[src/rtl/dram_defs.sv]
// Shared definitions for the DRAM read-command sequencer: bus encodings,
// sequencer state encoding, default timing and derived field widths.
package dram_defs;

    typedef enum logic [1:0] {
        CMD_NOP = 2'b00,
        CMD_ACT = 2'b01,
        CMD_RD  = 2'b10,
        CMD_PRE = 2'b11
    } cmd_e;

    typedef enum logic [2:0] {
        ST_IDLE,
        ST_PRE,
        ST_PRE_WAIT,
        ST_ACT,
        ST_ACT_WAIT,
        ST_RD,
        ST_RD_WAIT,
        ST_RESP
    } state_e;

    localparam int DEF_DATA_WIDTH   = 1;
    localparam int DEF_NUM_OF_BANKS = 8;
    localparam int DEF_NUM_OF_ROWS  = 128;
    localparam int DEF_NUM_OF_COLS  = 8;
    localparam int DEF_T_RP         = 3;
    localparam int DEF_T_RCD        = 3;
    localparam int DEF_T_CL         = 2;

    // Timing parameters are limited to 1..15, so a 4-bit down-counter suffices.
    localparam int CNT_W = 4;

    localparam int DEF_BANK_W = $clog2(DEF_NUM_OF_BANKS);
    localparam int DEF_ROW_W  = $clog2(DEF_NUM_OF_ROWS);
    localparam int DEF_COL_W  = $clog2(DEF_NUM_OF_COLS);

endpackage

[src/rtl/dram_open_row_table.sv]
// Per-bank open-row record {valid,row}. Combinational lookup by bank,
// single write port that either opens a row or closes the bank.
module dram_open_row_table
    import dram_defs::*;
#(
    parameter int NUM_OF_BANKS = DEF_NUM_OF_BANKS,
    parameter int ROW_W        = DEF_ROW_W
) (
    input  logic                            clk,
    input  logic                            rst_b,
    input  logic [$clog2(NUM_OF_BANKS)-1:0] rd_bank_i,
    input  logic [ROW_W-1:0]                rd_row_i,
    output logic                            open_o,
    output logic                            hit_o,
    input  logic                            set_i,
    input  logic                            clr_i,
    input  logic [$clog2(NUM_OF_BANKS)-1:0] wr_bank_i,
    input  logic [ROW_W-1:0]                wr_row_i
);

    logic [NUM_OF_BANKS-1:0] valid_q;
    logic [ROW_W-1:0]        row_q [NUM_OF_BANKS];

    // Entry update: set has priority; only the addressed bank is touched.
    always_ff @(posedge clk or negedge rst_b) begin
        if (!rst_b) begin
            valid_q <= '0;
            for (int i = 0; i < NUM_OF_BANKS; i++) begin
                row_q[i] <= '0;
            end
        end else if (set_i) begin
            valid_q[wr_bank_i] <= 1'b1;
            row_q[wr_bank_i]   <= wr_row_i;
        end else if (clr_i) begin
            valid_q[wr_bank_i] <= 1'b0;
        end
    end

    assign open_o = valid_q[rd_bank_i];
    assign hit_o  = valid_q[rd_bank_i] && (row_q[rd_bank_i] == rd_row_i);

endmodule

[src/rtl/dram_cmd_sequencer.sv]
// Open-page DRAM read sequencer: one request at a time, PRE/ACT/RD issued
// with tRP/tRCD/tCL spacing from a shared down-counter, registered outputs.
//
//  state       | meaning
//  ------------+----------------------------------------------------------
//  IDLE        | ready for a request
//  PRE         | PRE on the bus, bank closed in the table
//  PRE_WAIT    | NOPs until tRP has elapsed
//  ACT         | ACT on the bus, row recorded as open
//  ACT_WAIT    | NOPs until tRCD has elapsed
//  RD          | RD on the bus
//  RD_WAIT     | NOPs until the data-valid cycle, data captured at its end
//  RESP        | response strobe; also ready, a request here is accepted
module dram_cmd_sequencer
    import dram_defs::*;
#(
    parameter int DATA_WIDTH   = DEF_DATA_WIDTH,
    parameter int NUM_OF_BANKS = DEF_NUM_OF_BANKS,
    parameter int NUM_OF_ROWS  = DEF_NUM_OF_ROWS,
    parameter int NUM_OF_COLS  = DEF_NUM_OF_COLS,
    parameter int T_RP         = DEF_T_RP,
    parameter int T_RCD        = DEF_T_RCD,
    parameter int T_CL         = DEF_T_CL
) (
    input  logic                            clk,
    input  logic                            rst_b,
    input  logic                            req_valid,
    output logic                            req_ready,
    input  logic [$clog2(NUM_OF_BANKS)-1:0] req_bank,
    input  logic [$clog2(NUM_OF_ROWS)-1:0]  req_row,
    input  logic [$clog2(NUM_OF_COLS)-1:0]  req_col,
    output logic [1:0]                      cmd,
    output logic [$clog2(NUM_OF_BANKS)-1:0] cmd_bank,
    output logic [$clog2(NUM_OF_ROWS)-1:0]  cmd_row,
    output logic [$clog2(NUM_OF_COLS)-1:0]  cmd_col,
    output logic [NUM_OF_BANKS-1:0]         cs,
    input  logic [DATA_WIDTH-1:0]           dram_data_in,
    output logic                            rsp_valid,
    output logic [DATA_WIDTH-1:0]           rsp_data
);

    localparam int BANK_W = $clog2(NUM_OF_BANKS);
    localparam int ROW_W  = $clog2(NUM_OF_ROWS);
    localparam int COL_W  = $clog2(NUM_OF_COLS);

    // Counter is loaded on entry to a command state and reaches 0 in the
    // last cycle before the next command may go out.
    localparam logic [CNT_W-1:0] RP_LD  = CNT_W'(T_RP - 1);
    localparam logic [CNT_W-1:0] RCD_LD = CNT_W'(T_RCD - 1);
    localparam logic [CNT_W-1:0] CL_LD  = CNT_W'(T_CL - 1);

    state_e                  state_q, state_d;
    logic [CNT_W-1:0]        cnt_q, cnt_d;
    logic [BANK_W-1:0]       bank_q, bank_d;
    logic [ROW_W-1:0]        row_q, row_d;
    logic [COL_W-1:0]        col_q, col_d;
    cmd_e                    cmd_q, cmd_d;
    logic [BANK_W-1:0]       cmd_bank_q, cmd_bank_d;
    logic [ROW_W-1:0]        cmd_row_q, cmd_row_d;
    logic [COL_W-1:0]        cmd_col_q, cmd_col_d;
    logic [NUM_OF_BANKS-1:0] cs_q, cs_d;
    logic                    rsp_valid_q, rsp_valid_d;
    logic [DATA_WIDTH-1:0]   rsp_data_q, rsp_data_d;
    logic                    req_ready_q, req_ready_d;

    logic tbl_open, tbl_hit, tbl_set, tbl_clr;

    dram_open_row_table #(
        .NUM_OF_BANKS (NUM_OF_BANKS),
        .ROW_W        (ROW_W)
    ) u_open_rows (
        .clk       (clk),
        .rst_b     (rst_b),
        .rd_bank_i (req_bank),
        .rd_row_i  (req_row),
        .open_o    (tbl_open),
        .hit_o     (tbl_hit),
        .set_i     (tbl_set),
        .clr_i     (tbl_clr),
        .wr_bank_i (bank_q),
        .wr_row_i  (row_q)
    );

    // Next-state, counter, table writes and next values of the registered outputs.
    always_comb begin
        state_d    = state_q;
        cnt_d      = cnt_q;
        bank_d     = bank_q;
        row_d      = row_q;
        col_d      = col_q;
        rsp_data_d = rsp_data_q;
        tbl_set    = 1'b0;
        tbl_clr    = 1'b0;

        case (state_q)
            ST_IDLE, ST_RESP: begin
                state_d = ST_IDLE;
                if (req_valid) begin
                    bank_d = req_bank;
                    row_d  = req_row;
                    col_d  = req_col;
                    if (tbl_hit)       state_d = ST_RD;
                    else if (tbl_open) state_d = ST_PRE;
                    else               state_d = ST_ACT;
                end
            end
            ST_PRE, ST_PRE_WAIT: begin
                tbl_clr = (state_q == ST_PRE);
                if (cnt_q == '0) begin
                    state_d = ST_ACT;
                end else begin
                    state_d = ST_PRE_WAIT;
                    cnt_d   = cnt_q - 1'b1;
                end
            end
            ST_ACT, ST_ACT_WAIT: begin
                tbl_set = (state_q == ST_ACT);
                if (cnt_q == '0) begin
                    state_d = ST_RD;
                end else begin
                    state_d = ST_ACT_WAIT;
                    cnt_d   = cnt_q - 1'b1;
                end
            end
            // RD_WAIT spans exactly T_CL cycles, so the counter is not
            // consumed in the RD cycle itself.
            ST_RD: begin
                state_d = ST_RD_WAIT;
            end
            ST_RD_WAIT: begin
                if (cnt_q == '0) begin
                    rsp_data_d = dram_data_in;
                    state_d    = ST_RESP;
                end else begin
                    cnt_d = cnt_q - 1'b1;
                end
            end
            default: begin
                state_d = ST_IDLE;
            end
        endcase

        cmd_d      = CMD_NOP;
        cmd_bank_d = cmd_bank_q;
        cmd_row_d  = cmd_row_q;
        cmd_col_d  = cmd_col_q;
        case (state_d)
            ST_PRE: begin
                cmd_d      = CMD_PRE;
                cmd_bank_d = bank_d;
                cnt_d      = RP_LD;
            end
            ST_ACT: begin
                cmd_d      = CMD_ACT;
                cmd_bank_d = bank_d;
                cmd_row_d  = row_d;
                cnt_d      = RCD_LD;
            end
            ST_RD: begin
                cmd_d      = CMD_RD;
                cmd_bank_d = bank_d;
                cmd_col_d  = col_d;
                cnt_d      = CL_LD;
            end
            default: begin
            end
        endcase

        cs_d = '0;
        if (cmd_d != CMD_NOP) cs_d[bank_d] = 1'b1;
        rsp_valid_d = (state_d == ST_RESP);
        req_ready_d = (state_d == ST_IDLE) || (state_d == ST_RESP);
    end

    // FSM state register.
    always_ff @(posedge clk or negedge rst_b) begin
        if (!rst_b) state_q <= ST_IDLE;
        else        state_q <= state_d;
    end

    // Request latch, timing counter and output registers.
    always_ff @(posedge clk or negedge rst_b) begin
        if (!rst_b) begin
            cnt_q       <= '0;
            bank_q      <= '0;
            row_q       <= '0;
            col_q       <= '0;
            cmd_q       <= CMD_NOP;
            cmd_bank_q  <= '0;
            cmd_row_q   <= '0;
            cmd_col_q   <= '0;
            cs_q        <= '0;
            rsp_valid_q <= 1'b0;
            rsp_data_q  <= '0;
            req_ready_q <= 1'b1;
        end else begin
            cnt_q       <= cnt_d;
            bank_q      <= bank_d;
            row_q       <= row_d;
            col_q       <= col_d;
            cmd_q       <= cmd_d;
            cmd_bank_q  <= cmd_bank_d;
            cmd_row_q   <= cmd_row_d;
            cmd_col_q   <= cmd_col_d;
            cs_q        <= cs_d;
            rsp_valid_q <= rsp_valid_d;
            rsp_data_q  <= rsp_data_d;
            req_ready_q <= req_ready_d;
        end
    end

    assign cmd       = cmd_q;
    assign cmd_bank  = cmd_bank_q;
    assign cmd_row   = cmd_row_q;
    assign cmd_col   = cmd_col_q;
    assign cs        = cs_q;
    assign rsp_valid = rsp_valid_q;
    assign rsp_data  = rsp_data_q;
    assign req_ready = req_ready_q;

endmodule
[config.mk]
export PLATFORM = sky130hd
export DESIGN_NAME = dram_cmd_sequencer
export DESIGN_NICKNAME = d
export VERILOG_FILES = /design/src/rtl/dram_defs.sv /design/src/rtl/dram_open_row_table.sv /design/src/rtl/dram_cmd_sequencer.sv
export SDC_FILE = /design/constraint.sdc
export NUM_CORES = 1
export LEC_CHECK = 0
export ABC_AREA = 1
export BUFFER_PORTS_ARGS = -buffer_cell sky130_fd_sc_hd__buf_2
export CORE_ASPECT_RATIO = 1.1
export CORE_MARGIN = 2
export CORE_UTILIZATION = 63
export CTS_BUF_LIST = sky130_fd_sc_hd__clkbuf_16
export DETAILED_ROUTE_END_ITERATION = 10
export GPL_TIMING_DRIVEN = 0
export PLACE_DENSITY = 0.83
export SYNTH_ARGS = -nofsm -noshare
export SYNTH_HDL_FRONTEND = slang
export SYNTH_SLANG_ARGS = --single-unit
[constraint.sdc]
create_clock -name clk -period 5.4 [get_ports clk]
set_input_delay 0 -clock clk [delete_from_list [all_inputs] [get_ports clk]]
set_output_delay 0 -clock clk [all_outputs]
set_load 0.02 [all_outputs]
## Word-level counts from Yosys, hierarchy flattened

Cells that the tools add are included.

- Register bits after elaboration: 110
- Bits of input ports: 17
- Output and inout bits: 26
- Logic and storage cells: 102

- Add/sub/neg operators: 1
- $lt $le $gt $ge: 8
- Eq/ne operators: 13
- Mux-type cells: 34
- Bitwise gates (word level): 5
- Reductions and logical operators: 19

Operator list:

| operator | number |
|---|---|
| $bwmux 56 | 1 |
| $mux 7 | 5 |
| $mux 8 | 3 |
| $bmux 7 s3 | 1 |
| $demux 7 s3 | 1 |
| $mux 3 | 7 |
| $eq 3x3->1 const B | 6 |
| $pmux 3 s5 | 1 |
| $lt 3x4->1 const B | 3 |
| $eq 3x2->1 const B | 3 |
| $and 8x8->8 | 1 |
| $ge 4x4->1 const B | 2 |
| $mux 4 | 2 |
| $not 3->4 | 2 |
| $not 8->8 | 1 |
| $or 8x8->8 | 1 |
| $pmux 4 s2 | 1 |
| $reduce_or 2->1 | 4 |
| $eq 7x7->1 | 1 |
| $mux 1 | 7 |
| $demux 1 s3 | 2 |
| $eq 3x1->1 const B | 2 |
| $ge 3x1->1 const B | 2 |
| $logic_not 3->1 | 2 |
| 14 further kinds | 19 |

## Depth between registers and ports, before layout

- Word-level depth: 13
- Gate-level depth with buffers: 17
- Mapped depth without buffers: 16

## Cells and area by module

A second synthesis with hierarchy kept.

- Cell total of the unflattened synthesis: 680
- Area, all modules: 5,406.4 µm²

Modules (own cells, without submodules):

| module | times used | cells each | area each (µm²) | seq. area each (µm²) |
|---|---|---|---|---|
| dram_open_row_table | 1 | 449 | 3,295.7 | 1,601.5 |
| dram_cmd_sequencer | 1 | 231 | 2,110.8 | 1,152.4 |

## Least setup slack after synthesis

OpenSTA, ideal clock, no wires.

- Path kind: reg-to-reg
- Start: reg state_q[0]
- End: reg cs_q[1], in the netlist cs[1]
- Setup time: 0.130 ns
- Data arrival time: 1.715 ns
- Data required time: 5.270 ns
- Setup slack: 3.555 ns
- Cell stages (with the launch flop): 15
- Buffers on the path: 0
- Period minus slack after synthesis: 1.845 ns
- Path through: dfrtp_1 > inv_1 > ha_1 > nor2_1 > nand3_2 > nor2_4 > nand3_1 > nor2_1 > nand2_1 > nor2_2 > nand2_4 > nand3_4 > nand2_4 > nand2_2 > nor2_1

- Word-level cells in the longest chain between the ends: 8
- Elaborated cells on any way between the ends: 25
- Classes of those cells: order compare (2); eq/ne (10); mux (7); reduce/logical (6)

Ends and longest elaborated chain:

| item | line | text |
|---|---|---|
| from (decl) | dram_cmd_sequencer.sv:52 | `state_e state_q, state_d;` |
| from (signal assigned) | dram_cmd_sequencer.sv:178 | `else state_q <= state_d;` |
| $eq 3x3->1 / $logic_not 3->1 (equally long branches) | dram_cmd_sequencer.sv:95 | `case (state_q)` |
| $reduce_or 2->1 | dram_cmd_sequencer.sv:95 |  |
| $mux 3 | dram_cmd_sequencer.sv:95 |  |
| $lt 3x4->1 (not written as such) / $ge 3x1->1 (equally long branches) | dram_cmd_sequencer.sv:170 | `if (cmd_d != CMD_NOP) cs_d[bank_d] = 1'b1;` |
| $logic_and 1x1->1 (not written as such) | dram_cmd_sequencer.sv:170 |  |
| $mux 1 (not written as such) | dram_cmd_sequencer.sv:170 |  |
| $demux 1 s3 | dram_cmd_sequencer.sv:170 |  |
| $mux 8 (*) | dram_cmd_sequencer.sv:170 |  |
| net cs_d[1] | dram_cmd_sequencer.sv:61 | `logic [NUM_OF_BANKS-1:0] cs_q, cs_d;` |
| to (signal assigned) | dram_cmd_sequencer.sv:205 | `cs_q <= cs_d;` |
| to (decl) | dram_cmd_sequencer.sv:61 |  |

The timed path passes the listed nets; every way through them passes the cells marked *.
A chain may end at the register's enable or synchronous reset.

## Worst setup path in the final report

- Start: reg state_q[0]
- End: reg cmd_bank_q[0], in the netlist cmd_bank[0]

- Elaborated cells on any way between the ends: 18
- Classes of those cells: eq/ne (10); mux (3); reduce/logical (5)

RTL lines:

| item | line | text |
|---|---|---|
| $eq 3x3->1 / $logic_not 3->1 (equally long branches) | dram_cmd_sequencer.sv:95 |  |
| $reduce_or 2->1 (*) | dram_cmd_sequencer.sv:95 |  |
| $mux 3 (*) | dram_cmd_sequencer.sv:95 |  |
| net bank_d[0] | dram_cmd_sequencer.sv:54 | `logic [BANK_W-1:0] bank_q, bank_d;` |
| to (signal assigned) | dram_cmd_sequencer.sv:202 | `cmd_bank_q <= cmd_bank_d;` |
| to (decl) | dram_cmd_sequencer.sv:58 | `logic [BANK_W-1:0] cmd_bank_q, cmd_bank_d;` |

Marked as above.

==> results.sh <==
export IMPL_critical_path_class="reg -> reg"
export IMPL_ctsHoldBuffers=9
export IMPL_syn_to_final_growth_pct=14.10
export IMPL_tns_ps=0
export IMPL_path_cells="inv_1 > ha_1 > nor2_1 > nor3_4 > inv_2 > o21ai_1 > inv_1 > nand2_1 > nand2_1"
export IMPL_hp_class="in -> reg"
export IMPL_whs_ps=-1.040
export IMPL_startpoint_type="flop"
export IMPL_wl_per_cell_um=15.67
export IMPL_synth_cell_types=34
export IMPL_std_cell_rows=35
export IMPL_cp_top_family="simple AND/OR/NAND/NOR gates"
export IMPL_ys_warn_count=0
export IMPL_cts_root_buf="clkbuf_16"
export IMPL_drive_above_1_share_pct=14.17
export IMPL_layout_worst_path_cycle_share_pct=41.63
export IMPL_design_die_area_um2=9147
export IMPL_reg2reg_to="cmd_bank[0]$_DFFE_PN0P_"
export IMPL_start_util_pct=63.92
export IMPL_crit_buf_inv=3
export IMPL_syn_inst=655
export IMPL_clock_path_buffers=2
export IMPL_p_leak_uw=0.003104
export IMPL_clock_skew_ps=5.435
export IMPL_crit_end="cmd_bank[0]$_DFFE_PN0P_"
export IMPL_placed_cell_area_um2=5654
export IMPL_h_tree_depth=3
export IMPL_status="finished, violations left"
export IMPL_netlist_area_um2=5290
export IMPL_crit_path_end_kind="flop"
export IMPL_p_sw_uw=1385
export IMPL_cts_tree="done"
export IMPL_gp_congestion=0.8588
export IMPL_drt_wl_total_mm=13.02
export IMPL_antenna_found_initial=0
export IMPL_grt_max_degree=58
export IMPL_rr_worst_depth=9
export IMPL_powerDensity_nw_per_um2=546.7
export IMPL_io_pins=43
export IMPL_grt_pass1_vias=4530
export IMPL_drtIter0Drc=295
export IMPL_synth_ff_latch_count=110
export IMPL_grt_overflow=0
export IMPL_ys_flop_type="dfrtp_1"
export IMPL_path_max_fanout=9
export IMPL_clock_latency_ps=350
export IMPL_max_cap_violations=0
export IMPL_synth_edf_count=0
export IMPL_cp_depth=9
export IMPL_die_h_um=100.1
export IMPL_switching_share_pct=41.97
export IMPL_setup_viol=0
export IMPL_gr_usage_all_layers_pct=29.89
export IMPL_vias=4680
export IMPL_startpoint="state_q[0]$_DFF_PN0_"
export IMPL_hold_viol=1
export IMPL_peakVddDrop_uv=432.6
export IMPL_seqPwrFrac_pct=39.4
export IMPL_place_hpwl_mm=9.072
export IMPL_ant_nets=0
export IMPL_min_from="req_col[1]"
export IMPL_total_power_uw=3300
export IMPL_tightest_slew_ps=694.4
export IMPL_syn_area_per_cell_um2=8.076
export IMPL_p_comb_share_pct=40.6
export IMPL_cts_clk_slew_worst_paths_ps=70
export IMPL_route_detailed_drc=0
export IMPL_rsz0062_at_grt="false"
export IMPL_worst_ep_arrival_time_ps=2490
export IMPL_num_nets_final=738
export IMPL_max_stage_delay_ps=440
export IMPL_ctsResizeCount=0
export IMPL_io_buffers=39
export IMPL_clock_sinks=110
export IMPL_async_flop_share_pct=100.0
export IMPL_slew_headroom_pct=53.71
export IMPL_syn_nets=678
export IMPL_p_int_uw=1915
export IMPL_core_area_um2=8277
export IMPL_r2r_slack_ps=3150
export IMPL_slowest_stage="nor3_4"
export IMPL_vias_per_cell=5.632
export IMPL_stdcell_area_um2=6036
export IMPL_clkPwrFrac_pct=20.0
export IMPL_maxSlewViolCount=0
export IMPL_r2r_start="state_q[0]$_DFF_PN0_"
export IMPL_die_w_um=91.37
export IMPL_min_period_ps=2248
export IMPL_fmax_mhz=444.8
export IMPL_first_pass_iters=6
export IMPL_critPathRequiredTime_ps=5650
export IMPL_fin_util_pct=72.93
export IMPL_grt_pass1_wl_mm=21.36
export IMPL_cts_setup_buffers=0
export IMPL_cts_buffers=9
export IMPL_yosysSeqAreaShare_pct=52.06
export IMPL_violations="hold timing"
export IMPL_diodes=0
-- power by group through the flow --
stage	clock, uW	sequential, uW	combinational, uW
floorplan	0	1370	875
global placement	0	1290	1250
detailed placement	0	1300	1320
CTS	655	1290	1340
global route	689	1330	1510
finish	660	1300	1340
-- cell usage after synthesis, types with 2 or more instances --
library cell    n  area share (%)
nand3_1        45             4.3
buf_6           8             1.7
xor2_1          2            0.33
and2_1          3            0.35
o21ai_1        13             1.2
nor2_4          2            0.43
o21ai_2         2            0.33
nor3_1          4            0.38
nand2_2         8            0.95
inv_1          84             6.0
nand4_1         3            0.35
buf_4           2            0.28
clkbuf_1        3            0.21
nand3b_1        3            0.43
inv_4           2            0.24
nor2_2          5            0.59
o21ai_0        76             7.2
inv_2           3            0.21
buf_2           8            0.76
dfrtp_1       109              52
nor4_1          6            0.71
nand2_1       212              15
o211ai_1        2            0.28
nor2_1         33             2.3
nand2_4         3            0.64
ha_1            6             1.4
-- metrics by stage --
stage          instances  setup WS [ps]
2_1_floorplan        655           3555
3_3_place_gp         805           3154
3_5_place_dp         806           3167
4_1_cts              831           3157
5_1_grt              831           2875
6_report             831           3152
-- worst min-delay path by stage --
stage / to / depth (start not counted) / slack [ps]
floorplan: async pin / 0 / -300
global placement: rsp_data$_DFFE_PN0P_ / 2 / 240
detailed placement: u_open_rows.row_q[55]$_DFFE_PN0P_ / 1 / 90
CTS: row_q[5]$_DFF_PN0_ / 3 / 4
global route: row_q[5]$_DFF_PN0_ / 3 / 30
finish: col_q[1]$_DFF_PN0_ / 4 / -1
-- cells by family (layout without fill, tap and decap cells) --
group / after synthesis / in the layout / share of synthesized area, %
muxes: 1 / 1 / 0.2129
xor gates and xnor gates: 2 / 2 / 0.3312
AOI/OAI and AO/OA: 94 / 94 / 9.129
adders and majority gates: 6 / 6 / 1.419
buffers and inverters: 111 / 176 / 9.437
DFF: 110 / 110 / 52.06
and+or+nand+nor: 331 / 331 / 27.41
-- layer usage --
| metal | global-route usage (%) | part of all wire [%] | wire length (um) | up-vias |
|---|---|---|---|---|
| li1 | - | - | - | 2174 |
| met1 | 37.14 | 40 | 5186 | 2260 |
| met2 | 52.42 | 51 | 6693 | 209 |
| met3 | 3.979 | 5.9 | 772 | 37 |
| met4 | 13.75 | 2.8 | 369 | 0 |
| met5 | 0 | 0 | 0 | - |
-- flip-flops by register name, summed over array words and instances (netlist names), named ones only --
signal             cells
cmd                    2
cs                     8
cnt_q                  4
bank_q                 3
req_ready              1
rsp_data               1
state_q                3
col_q                  3
row_q                  7
cmd_col                3
rsp_valid              1
u_open_rows.row_q     56
cmd_row                7
cmd_bank               3
-- cell usage in the layout, fill, tap and decap left out, types with 4 or more instances in the layout --
cell	n
nand3_1	45
nor2_2	5
inv_1	86
buf_6	8
nor3_1	4
nor2_1	33
clkbuf_16	9
buf_2	46
ha_1	6
dlygate4sd3_1	9
dfrtp_1	109
o21ai_1	13
nand2_1	212
nand2_2	8
o21ai_0	76
nor4_1	6
-- tightest hold or removal path, stage by stage --
cell	delay, ps
buf_2	70
nand2_1	40
and2_1	160
inv_1	50
-- area by class of cell --
class | instances | area [um2]
clock inverter | 7 | 66.31
sequential | 110 | 2754
inverter | 90 | 342.8
fill | 602 | 2241
tap | 111 | 138.9
timing repair buffer | 49 | 315.3
buffer | 21 | 156.4
clock buffer | 9 | 225.2
multi-input combinational | 434 | 2037
No activity file was read; power rests on OpenSTA's default activity.
